$ cat src/rtl/voc_pkg.sv
// Shared constants and FSM encoding for the VOC frame averager.
package voc_pkg;

  localparam int unsigned NUM_CH   = 5;
  localparam int unsigned DATA_W   = 32;
  localparam int unsigned LOG2_AVG = 3;
  localparam int unsigned ACC_W    = DATA_W + LOG2_AVG;

  typedef enum logic [1:0] {
    ACCUM,
    FINAL,
    ISSUE
  } state_t;

endpackage

$ cat src/rtl/voc_channel_acc.sv
// One VOC channel: sum of 2^LOG2_AVG samples, fill counter and averaged output.
// AVG_ROUND_EN selects round-half-up averaging instead of truncation.
module voc_channel_acc #(
  parameter int unsigned DATA_W   = 32,
  parameter int unsigned LOG2_AVG = 3
) (
  input  logic              clk,
  input  logic              rst,
  input  logic              add,
  input  logic              fin,
  input  logic [DATA_W-1:0] data,
  output logic              full_c,
  output logic              will_full_c,
  output logic [DATA_W-1:0] avg
);

  localparam int unsigned ACC_W = DATA_W + LOG2_AVG;
  localparam int unsigned SUM_W = ACC_W + 1;
  localparam int unsigned CNT_W = LOG2_AVG + 1;
  localparam logic [CNT_W-1:0] FULL_CNT = CNT_W'(1) << LOG2_AVG;

  logic [ACC_W-1:0] acc;
  logic [CNT_W-1:0] cnt;
  logic [SUM_W-1:0] avg_sum;

  assign full_c      = (cnt == FULL_CNT);
  assign will_full_c = full_c || (add && (cnt == FULL_CNT - CNT_W'(1)));

`ifdef AVG_ROUND_EN
  // Half an LSB of the average; zero when no averaging takes place.
  localparam logic [SUM_W-1:0] RND = SUM_W'((2 ** LOG2_AVG) / 2);
  assign avg_sum = {1'b0, acc} + RND;
`else
  assign avg_sum = {1'b0, acc};
`endif

  always_ff @(posedge clk or posedge rst) begin
    if (rst) begin
      acc <= '0;
      cnt <= '0;
      avg <= '0;
    end else if (fin) begin
      avg <= DATA_W'(avg_sum >> LOG2_AVG);
      acc <= '0;
      cnt <= '0;
    end else if (add) begin
      acc <= acc + ACC_W'(data);
      cnt <= cnt + CNT_W'(1);
    end
  end

endmodule

$ cat src/rtl/voc_frame_averager.sv
// Averages tagged VOC samples per channel and hands each full frame to decision_making.
// Optional macro AVG_ROUND_EN: round-half-up averages (default build truncates).
module voc_frame_averager #(
  parameter int unsigned NUM_CH   = voc_pkg::NUM_CH,
  parameter int unsigned DATA_W   = voc_pkg::DATA_W,
  parameter int unsigned LOG2_AVG = voc_pkg::LOG2_AVG
) (
  input  logic              clk,
  input  logic              rst,
  input  logic              enable,
  input  logic              sample_valid,
  output logic              sample_ready,
  input  logic [2:0]        sample_ch,
  input  logic [DATA_W-1:0] sample_data,
  input  logic              dm_busy,
  output logic              dm_start,
  output logic [DATA_W-1:0] voc1,
  output logic [DATA_W-1:0] voc2,
  output logic [DATA_W-1:0] voc3,
  output logic [DATA_W-1:0] voc4,
  output logic [DATA_W-1:0] voc5,
  output logic [7:0]        frame_cnt,
  output logic              ch_err,
  output logic              dropped
);

  import voc_pkg::*;

  localparam int unsigned CH_W = 3;

  state_t              state;
  state_t              state_nxt;
  logic                accept_c;
  logic                ch_ok_c;
  logic                drop_c;
  logic                fin_c;
  logic [NUM_CH-1:0]   add_c;
  logic [NUM_CH-1:0]   full_c;
  logic [NUM_CH-1:0]   will_full_c;
  logic [DATA_W-1:0]   avg [NUM_CH];

  assign sample_ready = enable && (state == ACCUM);
  assign accept_c     = sample_valid && sample_ready;
  assign ch_ok_c      = (32'(sample_ch) < NUM_CH);
  assign fin_c        = enable && (state == FINAL);
  // Any handshaked sample that no channel absorbed is a drop.
  assign drop_c       = accept_c && !(|add_c);

  for (genvar i = 0; i < NUM_CH; i++) begin : g_ch
    assign add_c[i] = accept_c && (sample_ch == CH_W'(i)) && !full_c[i];

    voc_channel_acc #(
      .DATA_W   (DATA_W),
      .LOG2_AVG (LOG2_AVG)
    ) u_acc (
      .clk         (clk),
      .rst         (rst),
      .add         (add_c[i]),
      .fin         (fin_c),
      .data        (sample_data),
      .full_c      (full_c[i]),
      .will_full_c (will_full_c[i]),
      .avg         (avg[i])
    );
  end

  assign voc1 = avg[0];
  assign voc2 = avg[1];
  assign voc3 = avg[2];
  assign voc4 = avg[3];
  assign voc5 = avg[4];

  always_ff @(posedge clk or posedge rst) begin
    if (rst) state <= ACCUM;
    else     state <= state_nxt;
  end

  // FINAL is entered on the edge that completes the last channel.
  always_comb begin
    state_nxt = state;
    dm_start  = 1'b0;
    unique case (state)
      ACCUM: if (enable && (&will_full_c)) state_nxt = FINAL;
      FINAL: if (enable) state_nxt = ISSUE;
      ISSUE: begin
        if (enable && !dm_busy) begin
          dm_start  = 1'b1;
          state_nxt = ACCUM;
        end
      end
      default: state_nxt = ACCUM;
    endcase
  end

  always_ff @(posedge clk or posedge rst) begin
    if (rst) begin
      frame_cnt <= '0;
      ch_err    <= 1'b0;
      dropped   <= 1'b0;
    end else begin
      if (dm_start) frame_cnt <= frame_cnt + 8'd1;
      if (accept_c && !ch_ok_c) ch_err <= 1'b1;
      dropped <= drop_c;
    end
  end

endmodule

$ cat config.mk
export PLATFORM = sky130hd
export DESIGN_NAME = voc_frame_averager
export DESIGN_NICKNAME = d
export VERILOG_FILES = /design/src/rtl/voc_pkg.sv /design/src/rtl/voc_channel_acc.sv /design/src/rtl/voc_frame_averager.sv
export SDC_FILE = /design/constraint.sdc
export NUM_CORES = 1
export LEC_CHECK = 0
export CAP_MARGIN = 5
export CORE_MARGIN = 3
export CORE_UTILIZATION = 37
export CTS_CLUSTER_SIZE = 28
export DETAILED_ROUTE_END_ITERATION = 8
export GPL_ROUTABILITY_DRIVEN = 0
export GPL_TIMING_DRIVEN = 0
export PLACE_DENSITY_LB_ADDON = 0.12
export REMOVE_ABC_BUFFERS = 1
export SLEW_MARGIN = 20
export SYNTH_ARGS = -nofsm -noshare
export SYNTH_HDL_FRONTEND = slang
export SYNTH_HIERARCHICAL = 1
export SYNTH_SLANG_ARGS = --single-unit
$ cat constraint.sdc
create_clock -name clk -period 3.8 [get_ports clk]
set_clock_uncertainty 0.05 [all_clocks]
set_input_delay 0.57 -clock clk [delete_from_list [all_inputs] [get_ports clk]]
set_output_delay 0.57 -clock clk [all_outputs]
set_load 0.05 [all_outputs]
Word-level counts from Yosys, hierarchy flattened. Index checks and enable logic that the tools add are counted.

Magnitude comparators: 1. Multiplexer cells: 26. Add/sub/neg operators: 11. Reduce and logical (&&, ||, !) cells: 45. Eq/ne operators: 19.

Operators by type and width (number): $mux W35 (10); $add A35 B32 Y35 (5); $mux W4 (10); $logic_and A1 B1 Y1 (22); $add A4 B1 Y4 const B (5); $eq A4 B3 Y1 const B (5); $eq A4 B4 Y1 const B (5); $reduce_bool A2 Y1 (5); $add A8 B1 Y8 const B (1); $logic_not A1 Y1 (8); $eq A3 B2 Y1 const B (2); $mux W2 (3); $pmux W2 S3 (1); $logic_or A1 B1 Y1 (5); $reduce_and A5 Y1 (1); $reduce_or A5 Y1 (1); $ne A2 B2 Y1 const B (2); $eq A3 B1 Y1 const B (1); $eq A3 B3 Y1 const B (1); $logic_not A3 Y1 (1); $lt A3 B3 Y1 const B (1); $reduce_and A3 Y1 (1); $eq A2 B1 Y1 const B (1); $eq A2 B2 Y1 const B (1); 3 further kinds (4).

Word-level logic and storage cells: 121. Input bits: 40. Flip-flop bits (word level): 367.

Depth between registers and ports, before layout.
Depth in word-level cells: 11. Gate-level depth with buffers: 13.

Modules after synthesis. The synthesis kept the hierarchy.

Modules (own cells, without submodules): voc_channel_acc at g_ch[0].u_acc ... (cells each 472, times used 3, sequential area each 1776.7 sq um, area an instance 4568.1 sq um); voc_channel_acc at g_ch[3].u_acc ... (cells each 482, times used 2, sequential area each 1776.7 sq um, area an instance 4669.5 sq um); voc_frame_averager (cells each 66, times used 1, sequential area each 300.3 sq um, area an instance 663.1 sq um).

Worst setup path after synthesis. Ideal clock, no wire load.

Path kind: input port to flip-flop. From: input sample_data[0]. To: register g_ch[3].u_acc.acc[34]. Setup time: 0.135 ns. Required time: 3.615 ns. Path buffers: 0. Cell stages on the path: 10. Arrival: 2.814 ns. Slack: 0.801 ns. Cells stage by stage: ha_1 > fa_1 > a211o_1 > a211oi_2 > nor4_1 > o21ai_0 > a21oi_1 > a221oi_1 > or3_1 > a21oi_1.

Word-level cells in the longest chain between the ends: 3.

RTL lines: start: declaration (line voc_frame_averager.sv:14) `input logic [DATA_W-1:0] sample_data,`; $add A35 B32 Y35 (line voc_channel_acc.sv:47) `acc <= acc + ACC_W'(data);`; $mux W35 (line voc_channel_acc.sv:46) `end else if (add) begin`; $mux W35 (line voc_channel_acc.sv:42) `end else if (fin) begin`; end signal: assignment (line voc_channel_acc.sv:47); end: declaration (line voc_channel_acc.sv:22) `logic [ACC_W-1:0] acc;`.

No other way between the ends. The select of a mux whose other input is x is not followed. A chain may end at the register's enable or synchronous reset.

Worst setup path in the final report.
From: input sample_data[0]. To: register g_ch[3].u_acc.acc[28].

Same word-level chain as after synthesis.

==> qor.csv <==
metric;value;unit
Required @ worst endpoint;4.20;ns
Final Max Tran Viols;0;
P&R area growth vs syn;20.4;%
Max-Cap Viols;0;
vias per std cell;5.51;
worst r2r src;state[1]$_DFFE_PP0P_;
Rel. slew slack;49.8;%
CTS tree;yes;
CP cell instances;clkdlybuf4s50_1, ha_1, fa_1, a211o_1, a211oi_2, nor4_1, o21ai_1, a21oi_1, nor3_1, nor4_1, a311o_1;
GRT Total Usage;19.4;%
synth top area cells;dfrtp_1 39%, ha_1 9.0%, mux2_2 7.8%;
final hold slack;0.414;ns
first-pass GRT wire length;105000;um
DR DRC count;0;
post-route ant nets;0;
ys async rst share;100;%
clock tree buffer depth;3;
slowest stage delay, CP;0.58;ns
Layout fillers;5987;
final wirelength;66200;um
CP Depth;11;
# setup viols final;0;
hold-fix buffer count after cts;0;
Sink Count;367;
DRT Pass-1 Iters;5;
vias after detailed routing;19300;
crit path launch;sample_data[0];
type of origin of the critical path;input pin;
final worst-path cycle share;95.1;%
hold path depth;1;
I/O pin count;212;
Synth area leader;dfrtp_1;
WL per Instance;18.9;um
DIE AREA;67100;um2
R2R depth;13;
crit path DAT;4.02;ns
largest net degree at the start of global routing;57;
post-synth top area share;38.7;%
Peak VDD IR;329;uV
commonest register cell after synthesis;dfrtp_1;
Netlist cell types;74;
Mapped Cells;2446;
min-delay src;frame_cnt[7]$_DFFE_PP0P_;
Fmax;0.277;GHz
Setup CP Type;input pin to register;
worst slack, placed;-0.847;ns
Synth Register Bits;367;
total gr overflow;0;
vias in the first global route;18800;
Pwr per Cell Area;667;nW/um2
Syn. warnings;6;
share of layout cells above drive strength 1;13.3;%
leakage;12.7;nW
Port Buffers;211;
Mean Syn Cell Area;9.69;um2
die width;259;um
synthesized area;23700;um2
Clock Latency Late Sink;0.58;ns
initial antenna violation count;1;
clk slew on worst S/H paths;0.06;ns
Crit path max-delay family;compound AO/OA/AOI/OAI gates;
Final min period;3.61;ns
post-DP HPWL;50800;um
Layout Utilization;45.2;%
Core ar.;63200;um2
WP buf/inv;1;
Initial Utilization;37.5;%
critical path's most frequent cell;nor4_1;
Detailed Route Iter0 Violations;1209;
row count;92;
NumNets Final;2840;
number of CTS-inserted buffers;45;
crit end category;register;
final hold vios;0;
Worst Setup Slack, final;0.186;ns
outcome;complete, no violations;
Worst Tran Pin Value;0.751;ns
Seq/Total Area, Yosys;38.7;%
H-tree levels;2;
Hold Crit Class;register to register;
critical path peak fanout;5;
die height;259;um
slowest CP cell;clkdlybuf4s50_1;
RSZ-0062 raised after global routing;false;
EDFF count, synth;0;
clock root buffer;clkbuf_16;
path summary, 6_finish.rpt:
kind	slack, ns	to
worst min register to register	0.41	frame_cnt[7]$_DFFE_PP0P_
min in group asynchronous	0.68	g_ch[2].u_acc/cnt[2]$_DFFE_PP0P_
worst max register to register	0.23	g_ch[2].u_acc/acc[32]$_DFFE_PP0P_
worst max-delay path	0.19	g_ch[3].u_acc/acc[28]$_DFFE_PP0P_
worst min-delay path	0.41	frame_cnt[7]$_DFFE_PP0P_
max in group asynchronous	2.32	g_ch[3].u_acc/acc[4]$_DFFE_PP0P_
cell usage in the layout (no fill, tap or decap), types with 16 or more instances in the layout:
cell               n
nor3_1            42
o21ai_0           91
mux2_2           164
nor3b_1           17
o21ai_1           16
xnor2_1           57
o211ai_1          25
o21a_1            21
dfrtp_1          367
a31oi_1           19
nor2_1           187
or3_1             29
nand2_1          182
o21bai_1          28
nand4_1           48
mux2i_1           76
o22ai_1           33
inv_1             57
a21o_1            65
a211oi_1          25
nand3b_1          23
clkbuf_16         47
nand3_1           47
a21oi_1          204
xor2_1            58
ha_1             171
buf_12            17
nand2b_1          44
clkdlybuf4s50_1  210
sequential cells by signal (all words and copies together), names as in the netlist:
signal	flops
dropped	1
frame_cnt	8
g_ch.u_acc/cnt	20
state	2
ch_err	1
g_ch.u_acc/acc	175
g_ch.u_acc/avg	160
layer usage:
layer	GRT usage [%]	share of wire [%]	vias up
met3	2.93	4.6	81
li1	-	-	9392
met5	0	0	-
met4	5.32	2.5	0
met1	27.5	48	9361
met2	31.0	45	455
what timing repair did:
action,CTS,global route
setup buffers,9,0
resized for setup,5,14
pin swaps,2,0
endpoints found under the setup margin,12,27
final cells by class:
cell class	instances	area, um2	share of cell area [%]
Inverter	64	260	0.912
Sequential cell	367	9180	32.2
Timing Repair Buffer	254	2760	9.67
Clock inverter	6	37.5	0.132
Clock buffer	71	1380	4.82
Antenna cell	1	2.50	0.00877
Tap cell	846	1060	3.71
Multi-Input combinational cell	1892	13900	48.6
kinds of logic after synthesis:
| group | Yosys count | share of synthesized area [%] |
|---|---|---|
| and+or+nand+nor | 702 | 14.9 |
| AOI/OAI and AO/OA | 656 | 18.5 |
| DFF | 367 | 38.7 |
| muxes | 243 | 11.1 |
| buffers and inverters | 187 | 3.07 |
| adders and majority gates | 176 | 9.45 |
| xor gates and xnor gates | 115 | 4.25 |
stage by stage:
stage / area, um2 / total power (W) / cells / setup TNS, ns
2_1_floorplan: 23200 / 0.0127 / 2323 / -4155.56
3_3_place_gp: 26400 / 0.0147 / 3380 / -7288.56
3_5_place_dp: 27000 / 0.0148 / 3415 / -29.28
4_1_cts: 28500 / 0.0191 / 3501 / 0
5_1_grt: 28500 / 0.0207 / 3500 / 0
6_report: 28500 / 0.0190 / 3501 / 0
synth_stat cells (17+ instances only):
cell        n
mux2i_1    76
a21o_1     65
clkbuf_1   97
mux2_2    164
a31oi_1    19
inv_1      64
o22ai_1    33
nor2_1    189
o21ai_0    93
nand4_1    48
nand2b_1   45
nor3_1     42
o21bai_1   28
ha_1      171
xnor2_1    57
nand3_1    47
dfrtp_1   367
nand2_1   182
a21oi_1   204
xor2_1     58
or3_1      29
nor3b_1    17
a211oi_1   25
nand3b_1   23
o211ai_1   25
o21a_1     21
where the power goes:
part	total, W	leakage, nW	switching, W	internal [W]
registers	0.00579	4.83	0.000935	0.00485
clock network	0.00415	0.698	0.00169	0.00246
logic	0.00911	7.19	0.00535	0.00376
worst reg2reg max path, stage by stage (launching register included):
cell and delay [ns]:
dfrtp_1 0.46, and4bb_2 0.41, nand2b_2 0.15, nor4b_4 0.33, buf_4 0.23, buf_4 0.17
buf_2 0.22, clkbuf_4 0.24, clkbuf_4 0.22, clkbuf_4 0.22, clkinvlp_4 0.13, buf_12 0.16
a21oi_1 0.15, mux2_1 0.34
No activity file was read; power rests on OpenSTA's default activity.
